<file path="config.mk">
export PLATFORM = sky130hd
export DESIGN_NAME = somador_serial_ctrl_flat
export DESIGN_NICKNAME = d
export VERILOG_FILES = /design/src/rtl/somador_pkg.sv /design/src/rtl/somador_serial_ctrl_if.sv /design/src/rtl/somador.sv /design/src/rtl/somador_serial_ctrl.sv /design/src/flat_wrapper.sv
export SDC_FILE = /design/constraint.sdc
export NUM_CORES = 1
export LEC_CHECK = 0
export CAP_MARGIN = 20
export CORE_MARGIN = 2
export CORE_UTILIZATION = 54
export CTS_BUF_LIST = sky130_fd_sc_hd__clkbuf_4 sky130_fd_sc_hd__clkbuf_8
export CTS_CLUSTER_SIZE = 8
export DETAILED_ROUTE_END_ITERATION = 8
export PLACE_DENSITY = 0.95
export SLEW_MARGIN = 5
export SYNTH_ARGS = -nofsm -noshare
export SYNTH_HDL_FRONTEND = slang
export SYNTH_SLANG_ARGS = --single-unit
</file>
<file path="constraint.sdc">
create_clock -name clk -period 3.3 [get_ports clk]
set_clock_uncertainty 0.2 [all_clocks]
set_input_delay 0.66 -clock clk [delete_from_list [all_inputs] [get_ports clk]]
set_output_delay 0.66 -clock clk [all_outputs]
set_load 0.05 [all_outputs]
</file>
<file path="src/rtl/somador_pkg.sv">
// rtl/somador_pkg.sv - shared types and constants for the bit-serial adder
// Contents:
//   estado_t        controller state encoding (OCIOSO, SOMANDO, FIM)
//   LARGURA_PADRAO  default operand/result width
package somador_pkg;

  typedef enum logic [1:0] {
    OCIOSO  = 2'd0,
    SOMANDO = 2'd1,
    FIM     = 2'd2
  } estado_t;

  localparam int LARGURA_PADRAO = 8;

endpackage

</file>
<file path="src/rtl/somador_serial_ctrl_if.sv">
// rtl/somador_serial_ctrl_if.sv - requester/controller bundle for the bit-serial adder
// Optional feature macro: SOMADOR_SERIAL_SUB_EN (adds sub)
// Signals:
//   inicio     requester -> ctrl  start request
//   a, b       requester -> ctrl  operands (LARGURA bits)
//   sub        requester -> ctrl  subtract select (only with SOMADOR_SERIAL_SUB_EN)
//   ocupado    ctrl -> requester  operation in progress
//   pronto     ctrl -> requester  one-cycle result-valid pulse
//   soma       ctrl -> requester  result (LARGURA bits)
//   carry_out  ctrl -> requester  carry out of the MSB
// Modports: master (requester side), slave (controller side)
interface somador_serial_ctrl_if
  import somador_pkg::*;
#(
  parameter int LARGURA = LARGURA_PADRAO
);

  logic               inicio;
  logic [LARGURA-1:0] a;
  logic [LARGURA-1:0] b;
`ifdef SOMADOR_SERIAL_SUB_EN
  logic               sub;
`endif
  logic               ocupado;
  logic               pronto;
  logic [LARGURA-1:0] soma;
  logic               carry_out;

`ifdef SOMADOR_SERIAL_SUB_EN
  modport master (output inicio, a, b, sub, input ocupado, pronto, soma, carry_out);
  modport slave  (input inicio, a, b, sub, output ocupado, pronto, soma, carry_out);
`else
  modport master (output inicio, a, b, input ocupado, pronto, soma, carry_out);
  modport slave  (input inicio, a, b, output ocupado, pronto, soma, carry_out);
`endif

endinterface

</file>
<file path="src/rtl/somador.sv">
// rtl/somador.sv - single-bit full-adder cell
// Ports:
//   a, b    in   operand bits
//   c       in   carry-in
//   saida1  out  sum bit
//   saida2  out  carry-out
module somador (
  input  logic a,
  input  logic b,
  input  logic c,
  output logic saida1,
  output logic saida2
);

  assign saida1 = a ^ b ^ c;
  assign saida2 = (a & b) | (a & c) | (b & c);

endmodule

</file>
<file path="src/rtl/somador_serial_ctrl.sv">
// rtl/somador_serial_ctrl.sv - bit-serial adder controller around one shared full-adder cell
// Optional feature macro: SOMADOR_SERIAL_SUB_EN (subtract mode via bus.sub)
// Ports:
//   clk    in  clock, rising edge
//   reset  in  synchronous active-high reset
//   bus    somador_serial_ctrl_if.slave (inicio, a, b, [sub], ocupado, pronto, soma, carry_out)
module somador_serial_ctrl
  import somador_pkg::*;
#(
  parameter int LARGURA = LARGURA_PADRAO
) (
  input  logic                 clk,
  input  logic                 reset,
  somador_serial_ctrl_if.slave bus
);

  localparam int CW = $clog2(LARGURA);

  estado_t            estado_q, estado_d;
  logic [CW-1:0]      cnt_q, cnt_d;
  logic [LARGURA-1:0] a_q, a_d;
  logic [LARGURA-1:0] b_q, b_d;
  logic [LARGURA-1:0] soma_q, soma_d;
  logic               carry_q, carry_d;
  logic               bit_soma;
  logic               bit_carry;

  somador u_somador (
    .a      (a_q[0]),
    .b      (b_q[0]),
    .c      (carry_q),
    .saida1 (bit_soma),
    .saida2 (bit_carry)
  );

  always_comb begin
    estado_d = estado_q;
    cnt_d    = cnt_q;
    a_d      = a_q;
    b_d      = b_q;
    soma_d   = soma_q;
    carry_d  = carry_q;
    case (estado_q)
      OCIOSO: begin
        if (bus.inicio) begin
          a_d     = bus.a;
          b_d     = bus.b;
          carry_d = 1'b0;
`ifdef SOMADOR_SERIAL_SUB_EN
          // Two's complement: A + ~B + 1
          if (bus.sub) begin
            b_d     = ~bus.b;
            carry_d = 1'b1;
          end
`endif
          cnt_d    = '0;
          estado_d = SOMANDO;
        end
      end
      SOMANDO: begin
        a_d     = a_q >> 1;
        b_d     = b_q >> 1;
        // Result fills from the MSB so bit 0 lands at soma[0] after LARGURA shifts
        soma_d  = {bit_soma, soma_q[LARGURA-1:1]};
        carry_d = bit_carry;
        cnt_d   = cnt_q + 1'b1;
        if (cnt_q == CW'(LARGURA - 1)) begin
          estado_d = FIM;
        end
      end
      FIM: begin
        estado_d = OCIOSO;
      end
      default: begin
        estado_d = OCIOSO;
      end
    endcase
  end

  always_ff @(posedge clk) begin
    if (reset) begin
      estado_q <= OCIOSO;
      cnt_q    <= '0;
      a_q      <= '0;
      b_q      <= '0;
      soma_q   <= '0;
      carry_q  <= 1'b0;
    end else begin
      estado_q <= estado_d;
      cnt_q    <= cnt_d;
      a_q      <= a_d;
      b_q      <= b_d;
      soma_q   <= soma_d;
      carry_q  <= carry_d;
    end
  end

  // After the last SOMANDO edge the carry register holds the MSB carry-out
  assign bus.ocupado   = (estado_q != OCIOSO);
  assign bus.pronto    = (estado_q == FIM);
  assign bus.soma      = soma_q;
  assign bus.carry_out = carry_q;

endmodule
</file>
<file path="src/flat_wrapper.sv">
// flat-port wrapper written by rule: the top's interface ports become plain ports
module somador_serial_ctrl_flat import somador_pkg::*;
#(
  parameter int LARGURA = LARGURA_PADRAO
)
  (clk, reset, bus_inicio, bus_a, bus_b, bus_ocupado, bus_pronto, bus_soma, bus_carry_out);
  somador_serial_ctrl_if #(.LARGURA(LARGURA)) bus_i ();
  input  logic clk;
  input  logic reset;
  input wire logic [$bits(bus_i.inicio)-1:0] bus_inicio;
  input wire logic [$bits(bus_i.a)-1:0] bus_a;
  input wire logic [$bits(bus_i.b)-1:0] bus_b;
  output wire logic [$bits(bus_i.ocupado)-1:0] bus_ocupado;
  output wire logic [$bits(bus_i.pronto)-1:0] bus_pronto;
  output wire logic [$bits(bus_i.soma)-1:0] bus_soma;
  output wire logic [$bits(bus_i.carry_out)-1:0] bus_carry_out;
  assign bus_i.inicio = bus_inicio;
  assign bus_i.a = bus_a;
  assign bus_i.b = bus_b;
  assign bus_ocupado = bus_i.ocupado;
  assign bus_pronto = bus_i.pronto;
  assign bus_soma = bus_i.soma;
  assign bus_carry_out = bus_i.carry_out;
  somador_serial_ctrl #(.LARGURA(LARGURA)) u_core (.clk(clk), .reset(reset), .bus(bus_i));
endmodule
</file>
# After elaboration in Yosys (flattened, before gate mapping)
# Index checks and enable logic that the tools add are counted.
# classes
n_bitwise	7
n_reduce_logical	5
n_eq_ne	5
addsub	1
mux	11
# op_table
cell	count
8-bit one-hot mux with 2 select lines	2
8-bit 2-to-1 mux	2
3-bit one-hot mux with 2 select lines	1
2-bit 2-to-1 mux	2
2-bit one-hot mux with 2 select lines	1
2-bit AND reduction	2
2-bit nonzero test	2
3-bit by 1-bit adder with 3-bit output, second input constant	1
1-bit AND	3
3-bit == test, second input constant	1
3-bit 2-to-1 mux	1
2-bit by 1-bit == test with 1-bit output, second input constant	1
2-bit == test, second input constant	1
2-bit logical NOT	1
2-bit by 1-bit != test with 1-bit output, second input constant	1
2-bit != test, second input constant	1
1-bit OR	2
1-bit one-hot mux with 2 select lines	1
1-bit bitwise XOR	2
1-bit 2-to-1 mux	1
# totals
inputBits	19
ff_bits	30
word_cells	35

# Logic depth before layout (Yosys ltp)
# Gate-level depths: netlist of the first run.
# logic_depth
word_depth	4
depth_mapped	5

# Hierarchy
# A second synthesis of the first run with hierarchy kept.
# unflattened
hier_cells	151
hier_area_um2	1238.7
# by_module_without_submodules
mod	instances	area_per_inst_um2	cells_per_inst
somador_serial_ctrl	1	1218.7	150
somador	1	20.0	1

# Worst setup path after synthesis of the first run
# OpenSTA, ideal clock, no wires.
# synth_path
path_kind	reg2out
startpoint	register u_core.estado_q[1]
endpoint	output bus_pronto
required_time_ns	2.440
n_path_buf	0
arrival_ns	1.140
stages_incl_launch_ff	2
path_slack_ns	1.300
cell_sequence	dfxtp_1 nor2b_1
# synth_between
elab_chain_len	1
# synth_lines
item	line	source
start: declaration	somador_serial_ctrl.sv:19	estado_t estado_q, estado_d;
start signal: assignment	somador_serial_ctrl.sv:89	estado_q <= estado_d;
2-bit == test	somador_serial_ctrl.sv:100	assign bus.pronto = (estado_q == FIM);
end: declaration	flat_wrapper.sv:14	output wire logic [$bits(bus_i.pronto)-1:0] bus_pronto;
# Every way passes these cells.

# Worst setup path in the final report of the first run
# layout_path
startpoint	register u_core.estado_q[0]
endpoint	output bus_ocupado
# layout_between
elab_chain_len	1
# layout_lines
item	line	source
2-bit nonzero test	somador_serial_ctrl.sv:99	assign bus.ocupado = (estado_q != OCIOSO);
end: declaration	flat_wrapper.sv:13	output wire logic [$bits(bus_i.ocupado)-1:0] bus_ocupado;
# Every way passes these cells.

==> results of run 1 <==
layout make-up:
class / instances / area [um2]
clock buffers: 5 / 37.54
clock inverters: 3 / 40.04
fillers: 176 / 598.1
inverters: 4 / 15.01
multi-input cells: 91 / 588.1
flip-flops and latches: 30 / 600.6
well taps: 28 / 35.03
repair buffers: 30 / 297.8
layer usage:
layer	share of wire (%)	global-route usage (%)	vias to the layer above
li1	-	-	519
met1	44	22.45	468
met2	48	35.42	28
met3	6.6	10.29	3
met4	1.0	6.410	0
met5	0	0	-
placed cells by master (no fill, tap or decap):
cell,n
a21oi_1,11
nand2b_1,1
dfxtp_1,30
clkbuf_4,5
or3b_1,1
bufinv_16,1
clkdlybuf4s50_1,29
and3_1,1
inv_1,4
ha_1,2
o221ai_1,4
a2bb2oi_1,1
o21ba_2,1
nor2b_1,3
mux2i_1,1
or2_2,1
buf_4,1
nand3b_1,2
o221ai_2,10
nor2_1,30
a211oi_1,2
o21bai_1,1
clkinv_2,2
a22oi_1,2
nand2_1,14
o21ai_0,2
fa_1,1
worst paths after layout:
| path | from | endpoint | slack (ps) | cells past startpoint |
|---|---|---|---|---|
| worst max-delay path | u_core.estado_q[0] | bus_ocupado | 660 | 2 |
| worst min-delay path | u_core.bus.soma[0] | u_core.bus.soma[0] | 260 | 2 |
| worst max register to register | u_core.estado_q[1] | u_core.b_q[6] | 1270 | 3 |
| worst min register to register | u_core.bus.soma[0] | u_core.bus.soma[0] | 260 | 2 |
Yosys cell counts:
cell type	n
a211oi_1	2
a21oi_1	11
a22oi_1	2
a2bb2oi_1	1
and3_1	1
buf_12	1
buf_2	4
buf_4	1
buf_6	1
clkbuf_1	3
dfxtp_1	30
fa_1	1
ha_1	2
inv_1	4
mux2i_1	1
nand2_1	14
nand2b_1	1
nand3b_1	2
nor2_1	30
nor2b_1	3
o21ai_0	2
o21ba_2	1
o21bai_1	1
o221ai_1	4
o221ai_2	10
or2_2	1
or3b_1	1
sequential cells by signal, summed over array words and instances, names as in the netlist:
register              flops
u_core.a_q                8
u_core.b_q                8
u_core.bus.carry_out      1
u_core.bus.soma           8
u_core.cnt_q              3
u_core.estado_q           2
power breakdown:
group | leakage (uW) | internal [uW] | total, uW | switching [uW]
sequential | 0.000246 | 383 | 397 | 14.3
combinational | 0.000301 | 50.6 | 109 | 58.6
clock | 0.0000450 | 157 | 290 | 134
total | 0.000592 | 590 | 797 | 206
worst max-delay path, delay by kind of cell (launching register included):
family,cells,cell delay (ps)
buffers and inverters,1,790
AND/OR/NAND/NOR,1,170
flip-flops,1,490
metrics by stage:
step | hold WS, ps | setup WS (ps) | utilization [%] | cells | total power [uW]
6_report | 261.8 | 659.8 | 72.96 | 191 | 796.7
5_1_grt | 291.9 | 570.8 | 72.96 | 191 | 829.0
4_1_cts | 265.8 | 656.6 | 72.96 | 191 | 798.6
3_5_place_dp | 254.6 | 737.0 | 69.46 | 183 | 515.1
3_3_place_gp | 244.4 | 805.7 | 69.46 | 183 | 509.6
2_1_floorplan | 239.5 | 1300 | - | 135 | 479.4
kinds of logic (layout without fill, tap and decap cells):
kind of cell / count (synthesis) / count (layout) / synth area share [%]
AO/OA/AOI/OAI: 34 / 34 / 24.07
adder cells (fa/ha/maj): 3 / 3 / 3.536
buffers and inverters: 14 / 42 / 6.680
flip-flops: 30 / 30 / 47.15
multiplexers: 1 / 1 / 0.7859
AND/OR/NAND/NOR: 53 / 53 / 17.78
==> results.cfg, run 1 <==
[power_and_ir_drop]
power_density_nw_per_um2 = 493.6
leakage_uw = 0.0005925
peakVddDrop_mv = 0.4259

[timing]
finalSetupTns_ps = 0
rsz0062_at_grt = no
fin_crit_sh_pct = 80.01
max_freq_ghz = 0.3788
setup_viol = 0
hold_viol_final = 0
worstMarginPinSlew_ps = 1067
max_slew_margin_pct = 28.85
min_period_ps = 2640
drv_slew = 0

[status]
status = finished clean

[worst_setup_path]
critical_path.startpoint_type = flip-flop
crit_required_ps = 2440
crit_slowest_cell = clkdlybuf4s50_1
path_max_fanout = 11
crit_path_end_kind = output port
arrival_ps = 1780
critPathKind = reg2out
critPathMaxStageDelay_ps = 790
crit_chain = or2_2 > clkdlybuf4s50_1

[drt]
wirelength_um = 2578
via_per_inst = 5.330
drt-wirelength-per-cell_um = 13.50
via_count = 1018
final_antenna_net_count = 0
first_iter_violations = 17
first_pass_iters = 6
drc = 0

[place]
hpwl_um = 1777
portBuffers = 29
dpl_cell_area_um2 = 1536
gp_congestion = 0.7597

[layout]
design_area_um2 = 1614
n_antenna_cell = 0
post_route_cells_drive_above_1_share_pct = 12.88
finalNetCount = 184
area_growth_pct = 26.72

[synth]
synth_nets = 157
syn_area_per_cell_um2 = 9.435
synthDistinctLibCells = 27
syn_inst = 135
synth_seq_cells = 30
syn_area_um2 = 1274
ys_seq_area_share_pct = 47.15
yosysWarnings = 0
synth_area_leaders = dfxtp_1, o221ai_2, nor2_1
yosys.area.top_type = dfxtp_1
synth_top_area_share_pct = 47.15

[floorplanning]
ios = 30
die_x_um = 52.57
start_util_pct = 57.58
core_area_um2 = 2212
dieArea_um2 = 2763
core.rowCount = 17
die_h_um = 52.57

[global_route]
grt_start_max_net_pins = 23
grt_pass1_vias = 952
grt_usage_pct = 20.80
antenna_found_initial = 0
grt_pass1_wl_um = 4071
overflow = 0

[clock_tree]
hold_buffers = 0
worstSkewPairLatency_ps = 340
cts_resized = 0
path_clk_slew_ps = 90
cts_setup_buffers = 0
clk_path_buf_depth = 2
cts-root-buf = clkbuf_4
numCtsBuffers = 5
cts_htree_levels = 2
cts_tree = done
cts.sinks = 30

[run]
max_cap_violations = 0

[min_path]
hold_path.class = reg2reg
Note: power is estimated with default switching activity, not from simulation.
==> run 2: changes to the inputs <==
--- a/config.mk
+++ b/config.mk
@@ -7,11 +7,11 @@
 export LEC_CHECK = 0
 export CAP_MARGIN = 20
 export CORE_MARGIN = 2
-export CORE_UTILIZATION = 54
+export CORE_UTILIZATION = 51
 export CTS_BUF_LIST = sky130_fd_sc_hd__clkbuf_4 sky130_fd_sc_hd__clkbuf_8
 export CTS_CLUSTER_SIZE = 8
 export DETAILED_ROUTE_END_ITERATION = 8
-export PLACE_DENSITY = 0.95
+export PLACE_DENSITY = 0.92
 export SLEW_MARGIN = 5
 export SYNTH_ARGS = -nofsm -noshare
 export SYNTH_HDL_FRONTEND = slang
==> constraint.sdc (replaced) <==
create_clock -name clk -period 2.5 [get_ports clk]
set_clock_uncertainty 0.2 [all_clocks]
set_input_delay 0.5 -clock clk [delete_from_list [all_inputs] [get_ports clk]]
set_output_delay 0.5 -clock clk [all_outputs]
set_load 0.05 [all_outputs]
==> run 2 against run 1 <==
Compared with the run above:
- worst hold slack improved by 3.6 ps
- global-route usage fell by 0.80 points
- utilization fell by 6.1 points
- setup slack got worse by 370 ps
- clock power fell by 6%
- flip-flop and latch count did not move
- register-to-register slack got worse by 550 ps
- cell count rose by 1.6%
- sequential share of layout area rose by 0.058 points
- combinational power rose by 36%
- largest cell class unchanged
- die area rose by 5.4%
- largest power group unchanged
==> results.cfg, run 2 (same netlist as run 1, synthesis figures left out) <==
[place]
portBuffers = 29
hpwl_um = 1888
post-place-cells = 187
gp_congestion = 0.7861

[timing]
setup_viol = 0
rsz0062_at_grt = no
max_slew_margin_pct = 56.70
hold_viol_final = 0
worstMarginPinSlew_ps = 649.4
min_period_ps = 2212
finalSetupTns_ps = 0
max_freq_ghz = 0.4520
fin_crit_sh_pct = 88.49
drv_slew = 0

[run]
max_cap_violations = 0

[min_path]
hold_path_depth = 2
holdPathEnd = u_core.bus.soma[0]
hold_path.class = reg2reg
hp-start = u_core.bus.soma[0]

[clock_tree]
cts-root-buf = clkbuf_4
cts.sinks = 30
hold_buffers = 0
worstSkewPairLatency_ps = 320
path_clk_slew_ps = 80
cts_resized = 0
cts_htree_levels = 2
numCtsBuffers = 5
cts_setup_buffers = 0
cts_tree = done
clk_path_buf_depth = 2

[floorplanning]
die_h_um = 53.98
start_util_pct = 52.86
ios = 30
core.rowCount = 18
core_area_um2 = 2410
dieArea_um2 = 2913
die_x_um = 53.98

[worst_setup_path]
crit_required_ps = 1800
r2r-start = u_core.estado_q[0]
crit_path_end_kind = output port
arrival_ps = 1510
critical_path.startpoint_type = flip-flop
path_max_fanout = 3
crit_slowest_cell = clkdlybuf4s50_1
crit_chain = clkdlybuf4s50_1
reg2reg_slack_ps = 720
cpLargestDelayFamily = buffers and inverters
cp_num_buf_inv = 1
critPathKind = reg2out
critPathMaxStageDelay_ps = 830
r2r_end = u_core.b_q[0]
reg2regPathDepth = 3

[layout]
post_route_cells_drive_above_1_share_pct = 13.41
final_cell_mix = nor2_1, dfxtp_1, clkdlybuf4s50_1
finalNetCount = 186
layout.cells.non_filler = 194
fillers = 188
area_growth_pct = 26.52
n_antenna_cell = 0

[power_and_ir_drop]
power_density_nw_per_um2 = 586.7
seqPwrFrac_pct = 55.4
peakVddDrop_mv = 0.4435
intPower_uw = 702.1
clock_power_share_pct = 28.9
leakage_uw = 0.0006205
power_switching_uw = 243.4
switching_share_pct = 25.74
power_frac_comb_pct = 15.7

[global_route]
grt_pass1_vias = 968
grt_start_max_net_pins = 23
overflow = 0
grt_pass1_wl_um = 4091
grt_usage_pct = 20.00
antenna_found_initial = 0

[drt]
drt-wirelength-per-cell_um = 13.59
via_per_inst = 5.608
via_count = 1088
wirelength_um = 2637
final_antenna_net_count = 0
drc = 0
first_pass_iters = 4
first_iter_violations = 12

[status]
status = finished clean
run 2: how the worst max path moves through the flow:
stage / start / end / slack (ps) / depth (start not counted)
2_1_floorplan: u_core.estado_q[1] / bus_pronto / 660 / 1
3_3_place_gp: bus_inicio / u_core.a_q[0] / 170 / 4
3_5_place_dp: bus_inicio / u_core.b_q[0] / 80 / 4
4_1_cts: u_core.estado_q[0] / bus_ocupado / 30 / 2
5_1_grt: u_core.bus.soma[1] / bus_soma[1] / 230 / 1
6_report: u_core.bus.soma[1] / bus_soma[1] / 290 / 1
run 2: routing by layer:
metal	routed length (um)	up-vias	track usage (%)
met5	0	-	0
met3	175	5	9.167
met4	38	0	5.833
li1	-	529	-
met2	1271	32	33.54
met1	1152	522	22.78
run 2: cell type report:
type / count / area [um2] / share of cell area, %
Tap cell: 30 / 37.54 / 2.329
Inverter: 4 / 15.01 / 0.9317
Timing Repair Buffer: 32 / 317.8 / 19.72
Clock buffer: 7 / 52.55 / 3.261
Sequential cell: 30 / 600.6 / 37.27
Multi-Input combinational cell: 91 / 588.1 / 36.49
run 2: power groups by stage:
stage / clock (uW) / combinational (uW) / sequential (uW)
2_1_floorplan: 0 / 94.7 / 538
3_3_place_gp: 0 / 143 / 533
3_5_place_dp: 0 / 149 / 535
4_1_cts: 283 / 150 / 524
5_1_grt: 305 / 162 / 528
6_report: 273 / 148 / 524
run 2: per-stage QoR:
| stage | power (uW) | instance area (um2) | util [%] | hold slack, ps | setup WS (ps) |
|---|---|---|---|---|---|
| after detailed placement | 684.3 | 1554 | 64.49 | 256.9 | 80.76 |
| after CTS | 956.5 | 1607 | 66.67 | 268.5 | 33.48 |
| after global placement | 676.1 | 1554 | 64.49 | 245.0 | 171.6 |
| after floorplan | 632.9 | 1274 | - | 239.5 | 659.7 |
| after global routing | 994.1 | 1612 | 66.87 | 294.2 | 232.2 |
| final | 945.5 | 1612 | 66.87 | 265.4 | 287.8 |
